<file path="src/rtl/ysyx_23060240_lsu_pkg.sv">
// Shared definitions for the load/store control stage.
//   lsu_state_e    : controller state encoding
//   F3_* constants : RISC-V load/store width codes (funct3)
//   MASK_* consts  : byte-strobe bases before lane shifting
//   lsu_misaligned : alignment check on funct3 width and addr[1:0]
package ysyx_23060240_lsu_pkg;

   typedef enum logic [2:0] {
      S_IDLE = 3'd0,
      S_AR   = 3'd1,
      S_R    = 3'd2,
      S_ST   = 3'd3,
      S_OUT  = 3'd4
   } lsu_state_e;

   localparam logic [2:0] F3_LB  = 3'b000;
   localparam logic [2:0] F3_LH  = 3'b001;
   localparam logic [2:0] F3_LW  = 3'b010;
   localparam logic [2:0] F3_LBU = 3'b100;
   localparam logic [2:0] F3_LHU = 3'b101;

   localparam logic [2:0] F3_SB  = 3'b000;
   localparam logic [2:0] F3_SH  = 3'b001;
   localparam logic [2:0] F3_SW  = 3'b010;

   localparam logic [3:0] MASK_B = 4'b0001;
   localparam logic [3:0] MASK_H = 4'b0011;
   localparam logic [3:0] MASK_W = 4'b1111;

   // Halfwords must be 2-byte aligned, words 4-byte aligned; bytes never fault.
   function automatic logic lsu_misaligned(input logic [2:0] funct3,
                                           input logic [1:0] addr_lo);
      case (funct3[1:0])
         2'b01:   return addr_lo[0];
         2'b10:   return (addr_lo != 2'b00);
         default: return 1'b0;
      endcase
   endfunction

endpackage

</file>
<file path="src/rtl/ysyx_23060240_lsu_align.sv">
// Combinational lane alignment for loads and stores.
//   funct3     : width/sign code
//   addr_lo    : byte offset within the word
//   rdata      : raw read word from the bus
//   wdata_in   : low-aligned store data
//   load_data  : shifted and sign/zero-extended load result
//   store_data : store data moved to its byte lane
//   store_mask : 4-bit byte strobes for the store
module ysyx_23060240_lsu_align
   import ysyx_23060240_lsu_pkg::*;
(
   input  logic [2:0]  funct3,
   input  logic [1:0]  addr_lo,
   input  logic [31:0] rdata,
   input  logic [31:0] wdata_in,
   output logic [31:0] load_data,
   output logic [31:0] store_data,
   output logic [3:0]  store_mask
);

   logic [4:0]  lane_shift;
   logic [31:0] rshift;

   assign lane_shift = {addr_lo, 3'b000};
   assign rshift     = rdata >> lane_shift;
   assign store_data = wdata_in << lane_shift;

   always_comb begin
      load_data = rshift;
      case (funct3)
         F3_LB:   load_data = {{24{rshift[7]}}, rshift[7:0]};
         F3_LH:   load_data = {{16{rshift[15]}}, rshift[15:0]};
         F3_LW:   load_data = rshift;
         F3_LBU:  load_data = {24'd0, rshift[7:0]};
         F3_LHU:  load_data = {16'd0, rshift[15:0]};
         default: load_data = rshift;
      endcase
   end

   always_comb begin
      store_mask = MASK_W << addr_lo;
      case (funct3[1:0])
         F3_SB[1:0]: store_mask = MASK_B << addr_lo;
         F3_SH[1:0]: store_mask = MASK_H << addr_lo;
         default:    store_mask = MASK_W << addr_lo;
      endcase
   end

endmodule

</file>
<file path="src/rtl/ysyx_23060240_lsu_ctrl.sv">
// Load/store control stage between EXU and the SRAM_LSU slave.
//   clk, rst            : clock, synchronous active-high reset
//   in_*                : operation from EXU (valid/ready)
//   maxi_ar*, maxi_r*   : AXI-lite read address / read data channels
//   waddr/wdata/wmask   : store port, qualified by the one-cycle w_en
//   out_*               : result to WBU (valid/ready), held stable in OUT
//
// state | meaning
// IDLE  | ready for a new operation, araddr parked at RESET_ADDR
// AR    | read address presented, waiting for arready
// R     | waiting for read data
// ST    | store strobe asserted for this single cycle
// OUT   | result presented to WBU, waiting for out_ready
module ysyx_23060240_lsu_ctrl
   import ysyx_23060240_lsu_pkg::*;
#(
   parameter logic [31:0] RESET_ADDR = 32'h8000_0000
) (
   input  logic        clk,
   input  logic        rst,
   input  logic        in_valid,
   output logic        in_ready,
   input  logic [31:0] in_addr,
   input  logic [31:0] in_wdata,
   input  logic        in_is_load,
   input  logic        in_is_store,
   input  logic [2:0]  in_funct3,
   input  logic [4:0]  in_rd,
   output logic [31:0] maxi_araddr,
   output logic        maxi_arvalid,
   input  logic        maxi_arready,
   input  logic [31:0] maxi_rdata,
   input  logic        maxi_rvalid,
   output logic        maxi_rready,
   output logic [31:0] waddr,
   output logic [31:0] wdata,
   output logic [7:0]  wmask,
   output logic        w_en,
   output logic        out_valid,
   input  logic        out_ready,
   output logic [31:0] out_rdata,
   output logic [4:0]  out_rd,
   output logic        out_is_load,
   output logic        out_err
);

   lsu_state_e  state, state_n;
   logic [31:0] addr_q;
   logic [2:0]  funct3_q;

   logic        accept;
   logic        acc_err;
   logic [2:0]  al_funct3;
   logic [1:0]  al_addr_lo;
   logic [31:0] al_load_data;
   logic [31:0] al_store_data;
   logic [3:0]  al_store_mask;

   assign accept  = in_valid && (state == S_IDLE);
   assign acc_err = (in_is_load || in_is_store) &&
                    lsu_misaligned(in_funct3, in_addr[1:0]);

   // One aligner serves both directions: in IDLE it shapes the incoming
   // store, afterwards it extends read data for the latched operation.
   assign al_funct3  = (state == S_IDLE) ? in_funct3 : funct3_q;
   assign al_addr_lo = (state == S_IDLE) ? in_addr[1:0] : addr_q[1:0];

   ysyx_23060240_lsu_align u_align (
      .funct3     (al_funct3),
      .addr_lo    (al_addr_lo),
      .rdata      (maxi_rdata),
      .wdata_in   (in_wdata),
      .load_data  (al_load_data),
      .store_data (al_store_data),
      .store_mask (al_store_mask)
   );

   always_ff @(posedge clk) begin
      if (rst) begin
         state <= S_IDLE;
      end else begin
         state <= state_n;
      end
   end

   always_comb begin
      state_n = state;
      case (state)
         S_IDLE: begin
            if (in_valid) begin
               if (acc_err)          state_n = S_OUT;
               else if (in_is_load)  state_n = S_AR;
               else if (in_is_store) state_n = S_ST;
               else                  state_n = S_OUT;
            end
         end
         S_AR:    if (maxi_arready) state_n = S_R;
         S_R:     if (maxi_rvalid)  state_n = S_OUT;
         S_ST:    state_n = S_OUT;
         S_OUT:   if (out_ready)    state_n = S_IDLE;
         default: state_n = S_IDLE;
      endcase
   end

   always_ff @(posedge clk) begin
      if (rst) begin
         addr_q      <= '0;
         funct3_q    <= '0;
         out_rd      <= '0;
         out_is_load <= 1'b0;
         out_err     <= 1'b0;
         out_rdata   <= '0;
         waddr       <= '0;
         wdata       <= '0;
         wmask       <= '0;
      end else begin
         if (accept) begin
            addr_q      <= in_addr;
            funct3_q    <= in_funct3;
            out_rd      <= in_rd;
            out_is_load <= in_is_load;
            out_err     <= acc_err;
            out_rdata   <= '0;
            if (in_is_store && !in_is_load && !acc_err) begin
               waddr <= {in_addr[31:2], 2'b00};
               wdata <= al_store_data;
               wmask <= {4'b0000, al_store_mask};
            end
         end
         if ((state == S_R) && maxi_rvalid) begin
            out_rdata <= al_load_data;
         end
      end
   end

   assign in_ready     = (state == S_IDLE);
   assign maxi_arvalid = (state == S_AR);
   assign maxi_araddr  = (state == S_AR) ? {addr_q[31:2], 2'b00} : RESET_ADDR;
   assign maxi_rready  = (state == S_R);
   // Masked by rst so a reset landing on the store cycle suppresses the write.
   assign w_en         = (state == S_ST) && !rst;
   assign out_valid    = (state == S_OUT);

endmodule

</file>
<file path="config.mk">
export PLATFORM = sky130hd
export DESIGN_NAME = ysyx_23060240_lsu_ctrl
export DESIGN_NICKNAME = d
export VERILOG_FILES = /design/src/rtl/ysyx_23060240_lsu_pkg.sv /design/src/rtl/ysyx_23060240_lsu_align.sv /design/src/rtl/ysyx_23060240_lsu_ctrl.sv
export SDC_FILE = /design/constraint.sdc
export NUM_CORES = 1
export LEC_CHECK = 0
export BUFFER_PORTS_ARGS = -buffer_cell sky130_fd_sc_hd__clkbuf_2
export CAP_MARGIN = 30
export CELL_PAD_IN_SITES_DETAIL_PLACEMENT = 1
export CELL_PAD_IN_SITES_GLOBAL_PLACEMENT = 1
export CORE_UTILIZATION = 35
export DETAILED_ROUTE_END_ITERATION = 8
export PLACE_DENSITY_LB_ADDON = 0.1
export SLEW_MARGIN = 0
export SYNTH_ARGS = -nofsm -noshare
export SYNTH_HDL_FRONTEND = slang
export SYNTH_SLANG_ARGS = --single-unit
</file>
<file path="constraint.sdc">
create_clock -name clk -period 3.2 [get_ports clk]
set_input_delay 0.32 -clock clk [delete_from_list [all_inputs] [get_ports clk]]
set_output_delay 0.32 -clock clk [all_outputs]
set_load 0.02 [all_outputs]
</file>
==> impl_results.md <==
- Critical-path cell list: or3_4 > inv_2 > mux2_2 > nor4_2 > a221o_2
- Finished Layout Cells: 1230
- Post-layout min period: 2740 ps
- CP Launch Point: state[0]$_SDFFE_PP0P_
- Fillers: 2202
- Diode count: 0
- Routed length per instance: 17.8 um
- Yosys warns: 0
- CP max stage delay: 700 ps
- M1 WL: 9780 um
- Arrival time at the worst endpoint: 3100 ps
- R2R cell count: 5
- Final GP Congestion: 0.770
- Placed Cells incl. Taps: 1198
- Clk slew on worst S/H paths: 60 ps
- Router iterations before antenna repair: 6
- Share of layout cells above drive strength 1: 36.5%
- # DRC: 40
- Mean Syn Cell Area: 8.53 um2
- Final HPWL from detailed placement: 15400 um
- Slew headroom: 34.6%
- CP endpoint: out_rdata[27]$_SDFFE_PP0P_
- Mux share of post-synthesis cell area: 8.91%
- Final net count: 1102
- TritonCTS clock tree: built
- Postcts setup bufs: 0
- Yosys cell types: 53
- Max cap viols: 0
- Xor and xnor fraction of the mapped netlist area: 0%
- Clock Latency Late Sink: 420 ps
- Flip-flop and latch count after synthesis: 143
- Total core area: 18100 um2
- Final wirelength: 21900 um
- CP Capture Type: flop
- Setup TNS: 0 ps
- R2r setup slk: 460 ps
- Post-synthesis sequential area ratio: 44.0%
- Hold WC Path Type: in2reg
- Endpoints failing setup: 0
- Post-synth EDFFs: 0
- Vias: 6342
- Top sig layer: met4
- Crit path max-delay family: simple AND/OR/NAND/NOR gates
- First-pass GRT wire length: 34900 um
- Hold_buf cts: 0
- Die width: 138 um
- Slew @ Worst Pin: 954 ps
- Outcome: finished, violations left
- Met2 wire len: 10300 um
- Commonest non-fill, non-tap cell in the layout: clkbuf_2
- Post-CTS sizing: 0
- Vias in the first global route: 6399
- Total I/O pin count: 260
- Pin count of the biggest net entering global routing: 72
- CTS max path bufs: 2
- Ys flop type: dfxtp_1
- DIE HEIGHT: 138 um
- Most frequent cells in the layout: clkbuf_2 (250), nand2_1 (210), dfxtp_1 (143)
- Num rows: 49
- Initial DRC count: 286
- Hold path depth: 3
- Layout area overhead: 30.3%
- Cts bufs inserted: 17
- Post-synthesis adder-cell area fraction: 0.385%
- R2r endpoint: out_rdata[27]$_SDFFE_PP0P_
- DR vias/cell: 5.16
- Total track usage: 23.0%
- CP max stage cell: nor4_2
- Simple-Gate Fraction of Synth Area: 21.6%
- Stages on worst setup path: 5
- Clock skew: 9.34 ps
- Largest family of logic cells by synthesized area: simple AND/OR/NAND/NOR gates
- Starting Density: 35.9%
- Initial antenna violation count: 0
- Reg2reg start: state[0]$_SDFFE_PP0P_
- Fraction of registers with async set/reset: 0%
- Setup CP Type: reg2reg
- Final Cycle Share: 85.5%
- PwrDens: 677 nW/um2
- Fmax: 0.365 GHz
- Syn Inst Count: 762
- Max Slew Vio Count: 0
- Critical Path RT: 3560 ps
- Compound-gate portion of the synthesized area: 19.1%
- Crit path launch type: flop
- RSZ-0062 raised after global routing: no
- Root buf cell: clkbuf_16
- Buf/Inv on CP: 1
- Cell Area, Synth: 6500 um2
- P_leak: 3.73 nW
- Failing checks: design-rule violations
- CTS HTree Levels: 4
- WL met3: 1520 um
- Worst Path Max Fanout: 12
- # clock sinks: 143
- Antenna viol nets, final: 0
- Peak supply drop: 0.000386 V
- Fin. Hold Viols: 0
- Full die area: 19100 um2
- Port Buf Inserts: 251
- Gr ovfl total: 0
worst min-delay path: stages:
cell and delay (ps):
clkbuf_2 80, nand2_1 40, a21oi_1 50
layer usage:
metal  track usage (%)  vias up
met5                 0        -
met4              7.51        0
met3              7.62       22
met2              37.5      175
met1              28.7     3049
li1                  -     3096
where the power goes:
part	switching, mW	internal (mW)	total (mW)	leakage [nW]
Combinational	1.07	0.619	1.69	2.27
Clock	0.832	1.18	2.02	0.293
Sequential	0.0966	1.93	2.03	1.16
Total	2.00	3.74	5.73	3.73
registers in the layout (all words and copies together), names as in the netlist:
register / cells
addr_q: 32
out_rdata: 32
wdata: 32
waddr: 30
out_rd: 5
wmask: 4
funct3_q: 3
state: 3
out_err: 1
out_is_load: 1
how the worst min path moves through the flow:
stage | from | endpoint | slack [ps]
6_report | in_rd[4] | out_rd[4]$_SDFFE_PP0P_ | 130
5_1_grt | in_rd[3] | out_rd[3]$_SDFFE_PP0P_ | 110
4_1_cts | in_rd[3] | out_rd[3]$_SDFFE_PP0P_ | 110
3_5_place_dp | addr_q[2]$_SDFFE_PP0P_ | addr_q[2]$_SDFFE_PP0P_ | 450
3_3_place_gp | out_rdata[9]$_SDFFE_PP0P_ | out_rdata[9]$_SDFFE_PP0P_ | 440
2_1_floorplan | addr_q[31]$_SDFFE_PP0P_ | addr_q[31]$_SDFFE_PP0P_ | 430
final cells by class:
class	count	area, um2	share of cell area, %
Clock inverter	14	155	1.83
Sequential cell	143	2860	33.8
Inverter	8	30.0	0.354
Tap cell	229	287	3.38
Timing Repair Buffer	266	1400	16.5
Clock buffer	18	439	5.18
Multi-Input combinational cell	552	3300	39.0
logic make-up after synthesis:
| family | after synthesis |
|---|---|
| flops | 143 |
| compound gates | 181 |
| other cells | 1 |
| buf+inv | 74 |
| simple gates | 318 |
| mux | 43 |
| fa+ha+maj | 2 |
through the flow:
step	hold WS (ps)	setup slack [ps]	power (mW)	utilization [%]	area [um2]
2_1_floorplan	431	891	3.26	-	6530
3_3_place_gp	437	520	3.75	43.6	7880
3_5_place_dp	446	470	3.77	43.6	7880
4_1_cts	111	471	5.81	46.8	8470
5_1_grt	112	345	6.04	46.8	8470
6_report	126	464	5.73	46.8	8470
cell usage after synthesis (2+ instances only):
| cell type | n | area (um2) |
|---|---|---|
| nand2_1 | 211 | 792 |
| dfxtp_1 | 143 | 2860 |
| a21oi_1 | 92 | 460 |
| clkbuf_1 | 38 | 143 |
| and2_1 | 30 | 188 |
| nor2_1 | 27 | 101 |
| mux2_2 | 23 | 259 |
| a221oi_1 | 14 | 123 |
| buf_4 | 11 | 82.6 |
| nand3_1 | 11 | 55.1 |
| nor3_1 | 11 | 55.1 |
| o21ai_0 | 11 | 55.1 |
| a221o_2 | 10 | 113 |
| a311oi_1 | 9 | 78.8 |
| buf_2 | 9 | 45.0 |
| a22oi_1 | 8 | 60.1 |
| buf_6 | 8 | 90.1 |
| mux2i_1 | 8 | 80.1 |
| mux4_2 | 8 | 180 |
| o22ai_1 | 8 | 50.1 |
| a221o_1 | 7 | 70.1 |
| a22o_1 | 7 | 61.3 |
| inv_1 | 7 | 26.3 |
| nand2b_1 | 7 | 43.8 |
| mux2_4 | 4 | 60.1 |
| a211oi_1 | 3 | 22.5 |
| nand4_1 | 3 | 18.8 |
| or2_2 | 3 | 18.8 |
| ha_1 | 2 | 25.0 |
| nand3b_1 | 2 | 15.0 |
| nor3_2 | 2 | 20.0 |
| o211ai_1 | 2 | 15.0 |
| or3_1 | 2 | 12.5 |
| or3_4 | 2 | 22.5 |
(Power assumes the default switching activity.)
